==> src/rtl/calc_display_pkg.sv <==
// Shared display constants and scan state encoding for the calculator's
// 7-segment display path.
package calc_display_pkg;

  localparam logic [6:0] SEG_BLANK = 7'h7F;
  localparam logic [3:0] BCD_BLANK = 4'hF;

  typedef enum logic [1:0] {
    IDLE,
    GUARD,
    SHOW
  } scan_state_t;

endpackage

==> src/rtl/BCDToLED.sv <==
// BCD digit to active-low segment pattern (a..g on bits 0..6); codes above 9
// produce an unlit digit.
module BCDToLED
  import calc_display_pkg::*;
(
  input  logic [3:0] bcd,
  output logic [6:0] seg
);

  always_comb begin
    seg = SEG_BLANK;
    case (bcd)
      4'd0: seg = 7'h40;
      4'd1: seg = 7'h79;
      4'd2: seg = 7'h24;
      4'd3: seg = 7'h30;
      4'd4: seg = 7'h19;
      4'd5: seg = 7'h12;
      4'd6: seg = 7'h02;
      4'd7: seg = 7'h78;
      4'd8: seg = 7'h00;
      4'd9: seg = 7'h10;
      default: seg = SEG_BLANK;
    endcase
  end

endmodule

==> src/rtl/seven_seg_scanner.sv <==
// Time-multiplexed 7-segment scan controller: one shared decoder, guarded
// anode slots, and display updates committed only at frame boundaries.
module seven_seg_scanner
  import calc_display_pkg::*;
#(
  parameter int NUM_DIGITS   = 4,
  parameter int SLOT_CYCLES  = 50000,
  parameter int GUARD_CYCLES = 500
) (
  input  logic                    clk,
  input  logic                    rst_n,
  input  logic                    enable,
  input  logic                    blank_lz,
  input  logic                    load_valid,
  output logic                    load_ready,
  input  logic [4*NUM_DIGITS-1:0] load_data,
  output logic [NUM_DIGITS-1:0]   an,
  output logic [6:0]              seg,
  output logic                    frame_tick
);

  localparam int CW = $clog2(SLOT_CYCLES);
  localparam int IW = $clog2(NUM_DIGITS);
  localparam logic [CW-1:0] GUARD_LAST = CW'(GUARD_CYCLES - 1);
  localparam logic [CW-1:0] SLOT_LAST  = CW'(SLOT_CYCLES - 1);
  localparam logic [IW-1:0] IDX_LAST   = IW'(NUM_DIGITS - 1);

  scan_state_t            state, state_nxt;
  logic [CW-1:0]          cnt, cnt_nxt;
  logic [IW-1:0]          idx, idx_nxt;
  logic                   tick_nxt;
  logic [4*NUM_DIGITS-1:0] active, pending;
  logic                   pend_v;
  logic                   accept, commit;
  logic [3:0]             digits [NUM_DIGITS];
  logic [NUM_DIGITS-1:0]  lz;
  logic                   all_zero;
  logic [3:0]             cur_digit;
  logic [6:0]             dec_seg;
  logic                   lit, blank;
  logic [NUM_DIGITS-1:0]  an_nxt;
  logic [6:0]             seg_nxt;

  assign load_ready = !pend_v;
  assign accept     = load_valid && !pend_v;
  // IDLE has no frame to tear, so a pending load lands straight away there.
  assign commit     = pend_v && (frame_tick || state == IDLE);

  always_comb begin
    state_nxt = state;
    cnt_nxt   = cnt;
    idx_nxt   = idx;
    tick_nxt  = 1'b0;
    if (!enable) begin
      state_nxt = IDLE;
      cnt_nxt   = '0;
      idx_nxt   = '0;
    end else begin
      case (state)
        IDLE: begin
          state_nxt = GUARD;
          cnt_nxt   = '0;
          idx_nxt   = '0;
        end
        GUARD: begin
          cnt_nxt = cnt + 1'b1;
          if (cnt == GUARD_LAST) state_nxt = SHOW;
        end
        SHOW: begin
          if (cnt == SLOT_LAST) begin
            cnt_nxt   = '0;
            state_nxt = GUARD;
            if (idx == IDX_LAST) begin
              idx_nxt  = '0;
              tick_nxt = 1'b1;
            end else begin
              idx_nxt = idx + 1'b1;
            end
          end else begin
            cnt_nxt = cnt + 1'b1;
          end
        end
        default: state_nxt = IDLE;
      endcase
    end
  end

  // lz[i] is set when digit i and every more-significant digit are zero.
  always_comb begin
    all_zero = 1'b1;
    lz       = '0;
    for (int i = NUM_DIGITS - 1; i >= 0; i--) begin
      digits[i] = active[4*i +: 4];
      all_zero  = all_zero && (active[4*i +: 4] == 4'd0);
      lz[i]     = all_zero;
    end
  end

  assign cur_digit = digits[idx];

  BCDToLED u_dec (
    .bcd (cur_digit),
    .seg (dec_seg)
  );

  always_comb begin
    lit     = (state == SHOW) && enable;
    blank   = (cur_digit > 4'd9) || (blank_lz && (idx != '0) && lz[idx]);
    an_nxt  = lit ? ~(NUM_DIGITS'(1) << idx) : '1;
    seg_nxt = (lit && !blank) ? dec_seg : SEG_BLANK;
  end

  always_ff @(posedge clk or negedge rst_n) begin
    if (!rst_n) begin
      state      <= IDLE;
      cnt        <= '0;
      idx        <= '0;
      frame_tick <= 1'b0;
      an         <= '1;
      seg        <= SEG_BLANK;
      active     <= {NUM_DIGITS{BCD_BLANK}};
      pending    <= {NUM_DIGITS{BCD_BLANK}};
      pend_v     <= 1'b0;
    end else begin
      state      <= state_nxt;
      cnt        <= cnt_nxt;
      idx        <= idx_nxt;
      frame_tick <= tick_nxt;
      an         <= an_nxt;
      seg        <= seg_nxt;
      if (commit) active <= pending;
      if (accept) begin
        pending <= load_data;
        pend_v  <= 1'b1;
      end else if (commit) begin
        pend_v <= 1'b0;
      end
    end
  end

endmodule

==> config.mk <==
export PLATFORM = sky130hd
export DESIGN_NAME = seven_seg_scanner
export DESIGN_NICKNAME = d
export VERILOG_FILES = /design/src/rtl/calc_display_pkg.sv /design/src/rtl/BCDToLED.sv /design/src/rtl/seven_seg_scanner.sv
export SDC_FILE = /design/constraint.sdc
export NUM_CORES = 1
export LEC_CHECK = 0
export CAP_MARGIN = 40
export CORE_MARGIN = 2
export CORE_UTILIZATION = 25
export CTS_BUF_LIST = sky130_fd_sc_hd__clkbuf_4 sky130_fd_sc_hd__clkbuf_8
export DETAILED_ROUTE_END_ITERATION = 10
export PLACE_DENSITY = 0.52
export SLEW_MARGIN = 10
export SYNTH_ARGS = -nofsm -noshare
export SYNTH_HDL_FRONTEND = slang
export SYNTH_HIERARCHICAL = 1
export SYNTH_SLANG_ARGS = --single-unit
export TNS_END_PERCENT = 10
==> constraint.sdc <==
create_clock -name clk -period 2.4 [get_ports clk]
set_clock_uncertainty 0.15 [all_clocks]
set_input_delay 0.72 -clock clk [delete_from_list [all_inputs] [get_ports clk]]
set_output_delay 0.72 -clock clk [all_outputs]
set_load 0.005 [all_outputs]
Word level (Yosys, flattened, before mapping)
Memories as Yosys holds them, arrays and structs flattened.
Index checks and enable logic that the tools add are counted.
{"block": "classes", "add_sub_neg": 2, "order_cmp": 3, "eq_ne": 9, "n_shift": 1, "n_mux": 24, "bitwise_logic": 2, "reduce_logical": 22}
{"op": "16-bit one-hot mux with 3 select lines", "n": 1}
{"op": "16-bit two-way mux", "n": 2}
{"op": "16-bit by 1-bit adder with 16-bit output, second input constant", "n": 1}
{"op": "16-bit == test, second input constant", "n": 1}
{"op": "16-bit by 9-bit == test with 1-bit output, second input constant", "n": 1}
{"op": "4-bit logical NOT", "n": 4}
{"op": "2-bit two-way mux", "n": 6}
{"op": "4-bit two-way mux", "n": 3}
{"op": "1-bit logical AND", "n": 9}
{"op": "4-bit binary-select mux with 2-bit select", "n": 1}
{"op": "1-bit two-way mux", "n": 7}
{"op": "7-bit two-way mux", "n": 1}
{"op": "3-bit inequality test, second input constant", "n": 2}
{"op": "2-bit one-hot mux with 3 select lines", "n": 1}
{"op": "2-bit == test, second input constant", "n": 2}
{"op": "4-bit greater-than comparator, second input constant", "n": 1}
{"op": "4-bit by 1-bit inequality test with 1-bit output, second input constant", "n": 1}
{"op": "4-bit inverter", "n": 1}
{"op": "2-bit one-hot mux with 2 select lines", "n": 1}
{"op": "2-bit AND reduction", "n": 2}
{"op": "2-bit nonzero test", "n": 2}
{"op": "1-bit by 2-bit << shifter with 4-bit output, first input constant", "n": 1}
{"op": "3-bit >= comparator, second input constant", "n": 1}
{"op": "2-bit by 3-bit less-than comparator with 1-bit output, second input constant", "n": 1}
{"op": "other kinds (8)", "n": 10}
{"block": "totals", "reg_bits": 65, "romBits": 112, "inputBits": 21, "wordCells": 73, "mem_count": 1}
{"name": "(no name shown)", "depth": 16, "word_bits": 7, "rd": 1, "rd_ports_with_merged_regs": 0, "wr": 0, "line": "BCDToLED.sv:12", "text": "case (bcd)"}

Depth between registers and ports, before layout
Gate-level depths: netlist (run 1).
{"block": "logic_depth", "ltp_word": 11, "mapped_depth": 8}

Modules after synthesis
The synthesis (run 1) kept the hierarchy.
{"module": "seven_seg_scanner", "instances": 1, "cells_each": 252, "area_each_um2": 3074.2, "seq_area_each_um2": 1680.4}
{"module": "BCDToLED", "instances": 1, "cells_each": 33, "area_each_um2": 210.2, "seq_area_each_um2": 0.0}

Worst setup path before layout (run 1)
Ideal clock, no wire load.
{"block": "synth_path", "path_type": "register to register", "start": "register idx[0]", "end": "register seg[0]", "setup_ns": 0.088, "arrival_time_ns": 2.214, "path_slack_ns": -0.052, "stages_incl_launch_ff": 8, "synth_period_minus_slack_ns": 2.452, "cell_sequence": "dfrtp_1 -> clkbuf_1 -> mux4_2 -> ha_1 -> or2_1 -> a21oi_2 -> nor2_1 -> or3_1"}
{"block": "synth_via", "word_cells_on_any_way": 15, "cone_classes": "order compare: 1; mux: 6; bitwise: 1; reduce/logical: 6; memory: 1"}
{"element": "start: declaration", "line": "seven_seg_scanner.sv:30", "text": "logic [IW-1:0] idx, idx_nxt;"}
{"element": "start signal: assignment", "line": "seven_seg_scanner.sv:127", "text": "idx <= idx_nxt;"}
{"element": "2-bit inverter with 3-bit output (not written as such)", "line": "seven_seg_scanner.sv:99", "text": "assign cur_digit = digits[idx];"}
{"element": "4-bit binary-select mux with 2-bit select", "line": "seven_seg_scanner.sv:99"}
{"element": "4-bit two-way mux (not written as such) (2 in series)", "line": "seven_seg_scanner.sv:99"}
{"element": "via cur_digit[0]", "line": "seven_seg_scanner.sv:38", "text": "logic [3:0] cur_digit;"}
{"element": "memory read 16 x 7 bit"}
{"element": "via dec_seg[0]", "line": "seven_seg_scanner.sv:39", "text": "logic [6:0] dec_seg;"}
{"element": "7-bit two-way mux", "line": "seven_seg_scanner.sv:110", "text": "seg_nxt = (lit && !blank) ? dec_seg : SEG_BLANK;"}
{"element": "via seg_nxt[0]", "line": "seven_seg_scanner.sv:42", "text": "logic [6:0] seg_nxt;"}
{"element": "end signal: assignment", "line": "seven_seg_scanner.sv:130", "text": "seg <= seg_nxt;"}
{"element": "end: declaration", "line": "seven_seg_scanner.sv:18", "text": "output logic [6:0] seg,"}
The timed path passes the listed nets, and every way through them passes these cells. The select of a mux whose other input is x is not followed.
A chain may end at the register's enable or synchronous reset.

Worst setup path in the final report (run 1)
{"block": "layout_path", "start": "input port blank_lz", "end": "register seg[3]"}
{"block": "layout_via", "elab_chain_cells": 6}
{"element": "start: declaration", "line": "seven_seg_scanner.sv:13", "text": "input logic blank_lz,"}
{"element": "1-bit logical AND (2 in series)", "line": "seven_seg_scanner.sv:108", "text": "blank = (cur_digit > 4'd9) || (blank_lz && (idx != '0) && lz[idx]);"}
{"element": "1-bit logical OR", "line": "seven_seg_scanner.sv:108"}
{"element": "1-bit logical NOT", "line": "seven_seg_scanner.sv:110"}
{"element": "1-bit logical AND", "line": "seven_seg_scanner.sv:110"}
{"element": "7-bit two-way mux", "line": "seven_seg_scanner.sv:110"}
{"element": "via seg_nxt[3]", "line": "seven_seg_scanner.sv:42"}
The timed path passes the listed nets, and every way through them passes these cells.

==> reports/metrics.csv, run 1 <==
metric,value,unit
status,completed,
Fin. Hold Viols,0,
Max Clock Freq,432,MHz
Area Overhead vs Synth,25.4,%
largest net degree at the start of global routing,66,
latest clock arrival within the worst-skew pair,0.36,ns
final cell count without fillers,509,
FP Rows,41,
Critical Path End Type,register,
fill count,1356,
Vias/cell,4.57,
post-DP HPWL,4.85,mm
Post-Syn Instances,285,
Max Transition Viols Final,0,
DR WL/cell,13.4,µm
"Data arrival, critical path",2.47,ns
maximum vdd drop,0.000348,V
die height,119,µm
leading area contributor after synthesis,dfstp_2,
Overall Global Routing Usage,0.105,
Ys Warns,6,
H-tree depth,3,
Crit path largest cell delay,0.47,ns
library cells used by synthesis,46,
vias post-DR,2327,
average size of a mapped cell,11.5,µm²
Finished Cell Area,4120,µm²
startpoint types,input pin,
Final Setup Violations,0,
die area,14100,µm²
CP cell instances,clkdlybuf4s50_1 -> or4b_4 -> or4_4 -> a21oi_2 -> buf_4 -> or3_1,
starting density of the core,0.258,
Pre-antenna DRT Iters,4,
Area after DPL,3910,µm²
share of layout cells above drive strength 1,0.353,
DR DRC count,0,
Max-Cap Viols,0,
first-pass GRT wire length,12.0,mm
Critical Path RT,2.55,ns
Clock transition at path regs,0.08,ns
io pins,34,
post-synthesis sequential area ratio,0.512,
Num CTS Buffers,9,
CTS Hold Bufs,0,
hold crit path type,in -> async,
crit path buf inv count,2,
WL final,6.82,mm
"Primary FF master, synth",dfstp_2,
ys async rst share,1.00,
Routed Antenna Nets,0,
syn nets,320,
Die Width,119,µm
nets@finish,367,
register bit count reported by yosys,65,
leakage dissipation,1.63,nW
unrepaired setup endpoints after global routing,false,
Rel. slew slack,0.718,
Least-Margin Pin Slew,0.418,ns
synthesized area,3280,µm²
Post-synth EDFFs,0,
fin crit period,2.32,ns
clock buffer depth,2,
Pwr Total,4.22,mW
slowest CP cell,clkdlybuf4s50_1,
initial antenna violation count,0,
Final Core Density,0.324,
Buffers on Ports,33,
ranking of synthesized cells by area,"dfstp_2, dfrtp_1, mux2_2",
gp weighted congestion,0.796,
area share of the largest cell type after synthesis,0.344,
Worst Path Max Fanout,7,
core area,12700,µm²
number of global-route vias before repair,2422,
pwr/cell area,1020,nW/µm²
Final Cycle Share,0.965,
grt ovf,0,
CTS tree,yes,
initial drt markers,79,
Root Buffer,clkbuf_8,
"CP delay by family, top",simple AND/OR/NAND/NOR gates,
Cells after DPL,493,
ANT cells,0,
# clock sinks,65,
WS Path Type,in -> reg,
-- worst register-to-register path: stages (launching register included) --
cell and delay, ns:
dfrtp_2 0.42, mux4_2 0.56, ha_1 0.22, or2_1 0.24, a21oi_2 0.15, a31oi_1 0.05, or3_1 0.39
-- cell families (layout without fill, tap and decap cells) --
group,after synthesis,count (layout),synth area share
muxes,37,37,0.140
and+or+nand+nor,89,89,0.151
DFF,65,65,0.512
adders and majority gates,14,14,0.0533
AOI/OAI and AO/OA,58,58,0.114
buffers and inverters,22,74,0.0301
-- cells in the final DEF, fill, tap and decap left out, drive strengths merged, types with 4 or more instances in the layout --
| cell | instances |
|---|---|
| dfstp | 43 |
| mux2 | 32 |
| clkdlybuf4s50 | 32 |
| nand2 | 23 |
| dfrtp | 22 |
| buf | 17 |
| o21ai | 16 |
| nor2 | 14 |
| ha | 14 |
| a31oi | 12 |
| a21oi | 12 |
| inv | 11 |
| clkbuf | 9 |
| or3 | 7 |
| nand3 | 7 |
| nor4 | 6 |
| nor2b | 6 |
| nand2b | 6 |
| mux4 | 4 |
-- worst paths after layout --
path	startpoint	endpoint	slack [ns]	cells past startpoint
max	blank_lz	seg[3]	0.08	6
min	rst_n	cnt[6]	0.22	2
max reg2reg	idx[0]	seg[3]	0.14	6
min reg2reg	cnt[12]	cnt[12]	0.39	1
max in group asynchronous	rst_n	seg[1]	1.56	2
min in group clk	cnt[12]	cnt[12]	0.39	1
-- power breakdown --
part | switching (mW) | internal, mW
combinational | 0.647 | 0.754
clock | 0.464 | 0.488
sequential | 0.229 | 1.64
total | 1.34 | 2.88
-- routing by layer --
layer	wire length (µm)	part of all wire	track usage
met5	0	0	0
met4	172	0.025	0.0558
met3	270	0.040	0.0265
met2	3070	0.45	0.160
met1	3300	0.48	0.137
-- area by class of cell --
| cell class | instances | area [µm²] | area share |
|---|---|---|---|
| multi-input cells | 198 | 1520 | 0.368 |
| clock buffers | 9 | 124 | 0.0301 |
| well taps | 172 | 215 | 0.0522 |
| clock inverters | 7 | 78.8 | 0.0191 |
| repair buffers | 49 | 470 | 0.114 |
| inverters | 9 | 33.8 | 0.00820 |
| flip-flops and latches | 65 | 1680 | 0.408 |
-- state kept, by name (all words and copies together), names as in the netlist --
name        flops
active         16
an              4
cnt            16
frame_tick      1
idx             2
pend_v          1
pending        16
seg             7
state           2
-- per-stage QoR --
stage	TNS (ns)	hold slack (ns)	setup slack (ns)
after floorplan	0	0.274	0.0819
after global placement	-2.98	0.371	-0.427
after detailed placement	-3.21	0.377	-0.466
after CTS	0	0.222	0.0738
after global routing	0	0.253	0.0303
final	0	0.215	0.0844
-- cell usage after synthesis, types with 3 or more instances --
cell,n
and4_1,3
ha_1,14
dfrtp_1,22
nor2_1,14
mux2_2,32
a41oi_1,3
nand2_1,23
nand3_1,7
mux4_2,4
or3_1,7
clkbuf_1,9
and2_1,3
nor2b_1,6
nand2b_1,6
a21o_1,3
inv_1,9
and3_1,3
a21oi_1,10
a31oi_1,12
nor4_1,6
o21ai_0,15
dfstp_2,43
-- repair_timing --
item	in CTS	in global routing
gates resized for setup	3	1
endpoints found under the setup margin	7	3
setup buffers	0	0
No activity file was read; power rests on OpenSTA's default activity.
==> inputs of run 2 (changes only) <==
Settings changed: PLACE_DENSITY 0.52 to 0.51.
Clock period 2.4 ns to 2.2 ns, I/O delays scaled along.
==> run 2 against run 1 <==
Compared with the run above:
- critical path depth stayed put
- largest power group unchanged
- critical path type is now reg -> reg
- register-to-register slack got worse by 0.14 ns
- flip-flop and latch count stayed put
- routed wire length rose by 9.5%
- worst setup slack got worse by 0.080 ns
- highest routed layer is now met5
- largest cell class unchanged
==> reports/metrics.csv, run 2 (synthesized netlist as in run 1, its figures left out) <==
metric,value,unit
"most common cell after layout, fill and taps aside",dfstp_2,
"Data arrival, critical path",2.33,ns
reg-to-reg endpoint,seg[0],
DR DRC count,0,
WL final,7.47,mm
Buffers on Ports,33,
Sum Neg Setup Slack,0,ns
Critical Path RT,2.33,ns
CTS Hold Bufs,0,
H-tree depth,3,
Root Buffer,clkbuf_8,
Least-Margin Pin Slew,0.428,ns
starting density of the core,0.258,
Fin. Hold Viols,0,
io pins,34,
Max Clock Freq,455,MHz
ANT cells,0,
reg2reg path depth,6,
Overall Global Routing Usage,0.108,
startpoint types,register,
latest clock arrival within the worst-skew pair,0.35,ns
first-pass GRT wire length,11.9,mm
Final Cycle Share,0.998,
Area Overhead vs Synth,32.2,%
top flop regs,"active: 16 flops, cnt: 16 flops, pending: 16 flops",
Pre-antenna DRT Iters,4,
hold crit path type,in -> async,
Die Width,119,µm
status,completed,
leakage dissipation,1.71,nW
DR WL/cell,14.2,µm
Max Transition Viols Final,0,
FP Rows,41,
Critical Path End Type,register,
maximum vdd drop,0.000341,V
Vias/cell,4.67,
post-DP HPWL,5.03,mm
Worst Path Max Fanout,4,
nets@finish,384,
Max-Cap Viols,0,
WS Path Type,reg -> reg,
largest net degree at the start of global routing,66,
r2r startpoint,idx[0],
fin crit period,2.20,ns
CTS tree,yes,
share of layout cells above drive strength 1,0.412,
die height,119,µm
core area,12700,µm²
number of global-route vias before repair,2427,
FF-to-FF setup slack,0.004,ns
clock buffer depth,2,
unrepaired setup endpoints after global routing,true,
grt ovf,0,
Pwr Total,4.83,mW
gp weighted congestion,0.806,
Clock transition at path regs,0.08,ns
die area,14100,µm²
Finished Cell Area,4340,µm²
initial antenna violation count,1,
Area after DPL,3980,µm²
initial drt markers,155,
Num CTS Buffers,9,
most frequent cells in the layout,"dfstp_2, mux2_2, buf_4",
vias post-DR,2455,
Rel. slew slack,0.712,
fill count,1312,
Routed Antenna Nets,0,
# clock sinks,65,
Final Setup Violations,0,
pwr/cell area,1110,nW/µm²
run 2: changes by cell type in the layout (fill, tap and decap cells not counted), moves of 4 or more:
cell | before | now
dlygate4sd2_1 | 0 | 4
clkdlybuf4s50_1 | 32 | 22
buf_4 | 14 | 27
dlymetal6s2s_1 | 0 | 6
run 2: final cells by class:
cell class | instances | area, µm² | area share
sequential | 65 | 1680 | 0.387
multi-input combinational | 199 | 1590 | 0.367
timing repair buffer | 65 | 621 | 0.143
tap | 172 | 215 | 0.0496
clock buffer | 10 | 131 | 0.0303
clock inverter | 6 | 67.6 | 0.0156
inverter | 9 | 33.8 | 0.00778
run 2: critical path, stage by stage (launching register included):
cell     delay, ns
dfrtp_2       0.42
mux4_2        0.56
ha_2          0.20
or2_1         0.22
a21oi_2       0.16
nor2_1        0.06
or3_1         0.34
run 2: repair_timing:
action	4_1_cts	5_1_grt
buffers inserted	0	6
gates cloned	0	1
hold endpoints to repair	0	0
resized for setup	7	22
pin swaps	3	11
endpoints found under the setup margin	10	20
run 2: how the worst max path moves through the flow:
| stage | start | endpoint | cells after the start |
|---|---|---|---|
| floorplan | idx[0] | seg[0] | 7 |
| global placement | blank_lz | seg[1] | 6 |
| detailed placement | blank_lz | seg[4] | 6 |
| CTS | idx[0] | seg[0] | 6 |
| global route | cnt[4] | state[0] | 6 |
| finish | idx[0] | seg[0] | 6 |
run 2: power by group:
| group | switching, mW | internal (mW) | total [mW] |
|---|---|---|---|
| clock network | 0.493 | 0.539 | 1.03 |
| logic | 0.789 | 0.946 | 1.73 |
| registers | 0.269 | 1.79 | 2.06 |
| total | 1.55 | 3.28 | 4.83 |
run 2: layer usage:
layer,routed length (µm),share of wire,up-vias,track usage
li1,-,-,1173,-
met2,3490,0.47,58,0.163
met3,383,0.051,13,0.0381
met4,156,0.021,2,0.0588
met5,13,0.0017,-,0
met1,3420,0.46,1209,0.133
run 2: metrics by stage:
step / util / setup slack [ns] / hold WS (ns) / instances
2_1_floorplan: - / -0.0307 / 0.214 / 285
3_3_place_gp: 0.313 / -0.561 / 0.376 / 503
3_5_place_dp: 0.313 / -0.580 / 0.382 / 503
4_1_cts: 0.329 / -0.0364 / 0.167 / 519
5_1_grt: 0.341 / -0.0676 / 0.186 / 526
6_report: 0.341 / 0.00421 / 0.157 / 526
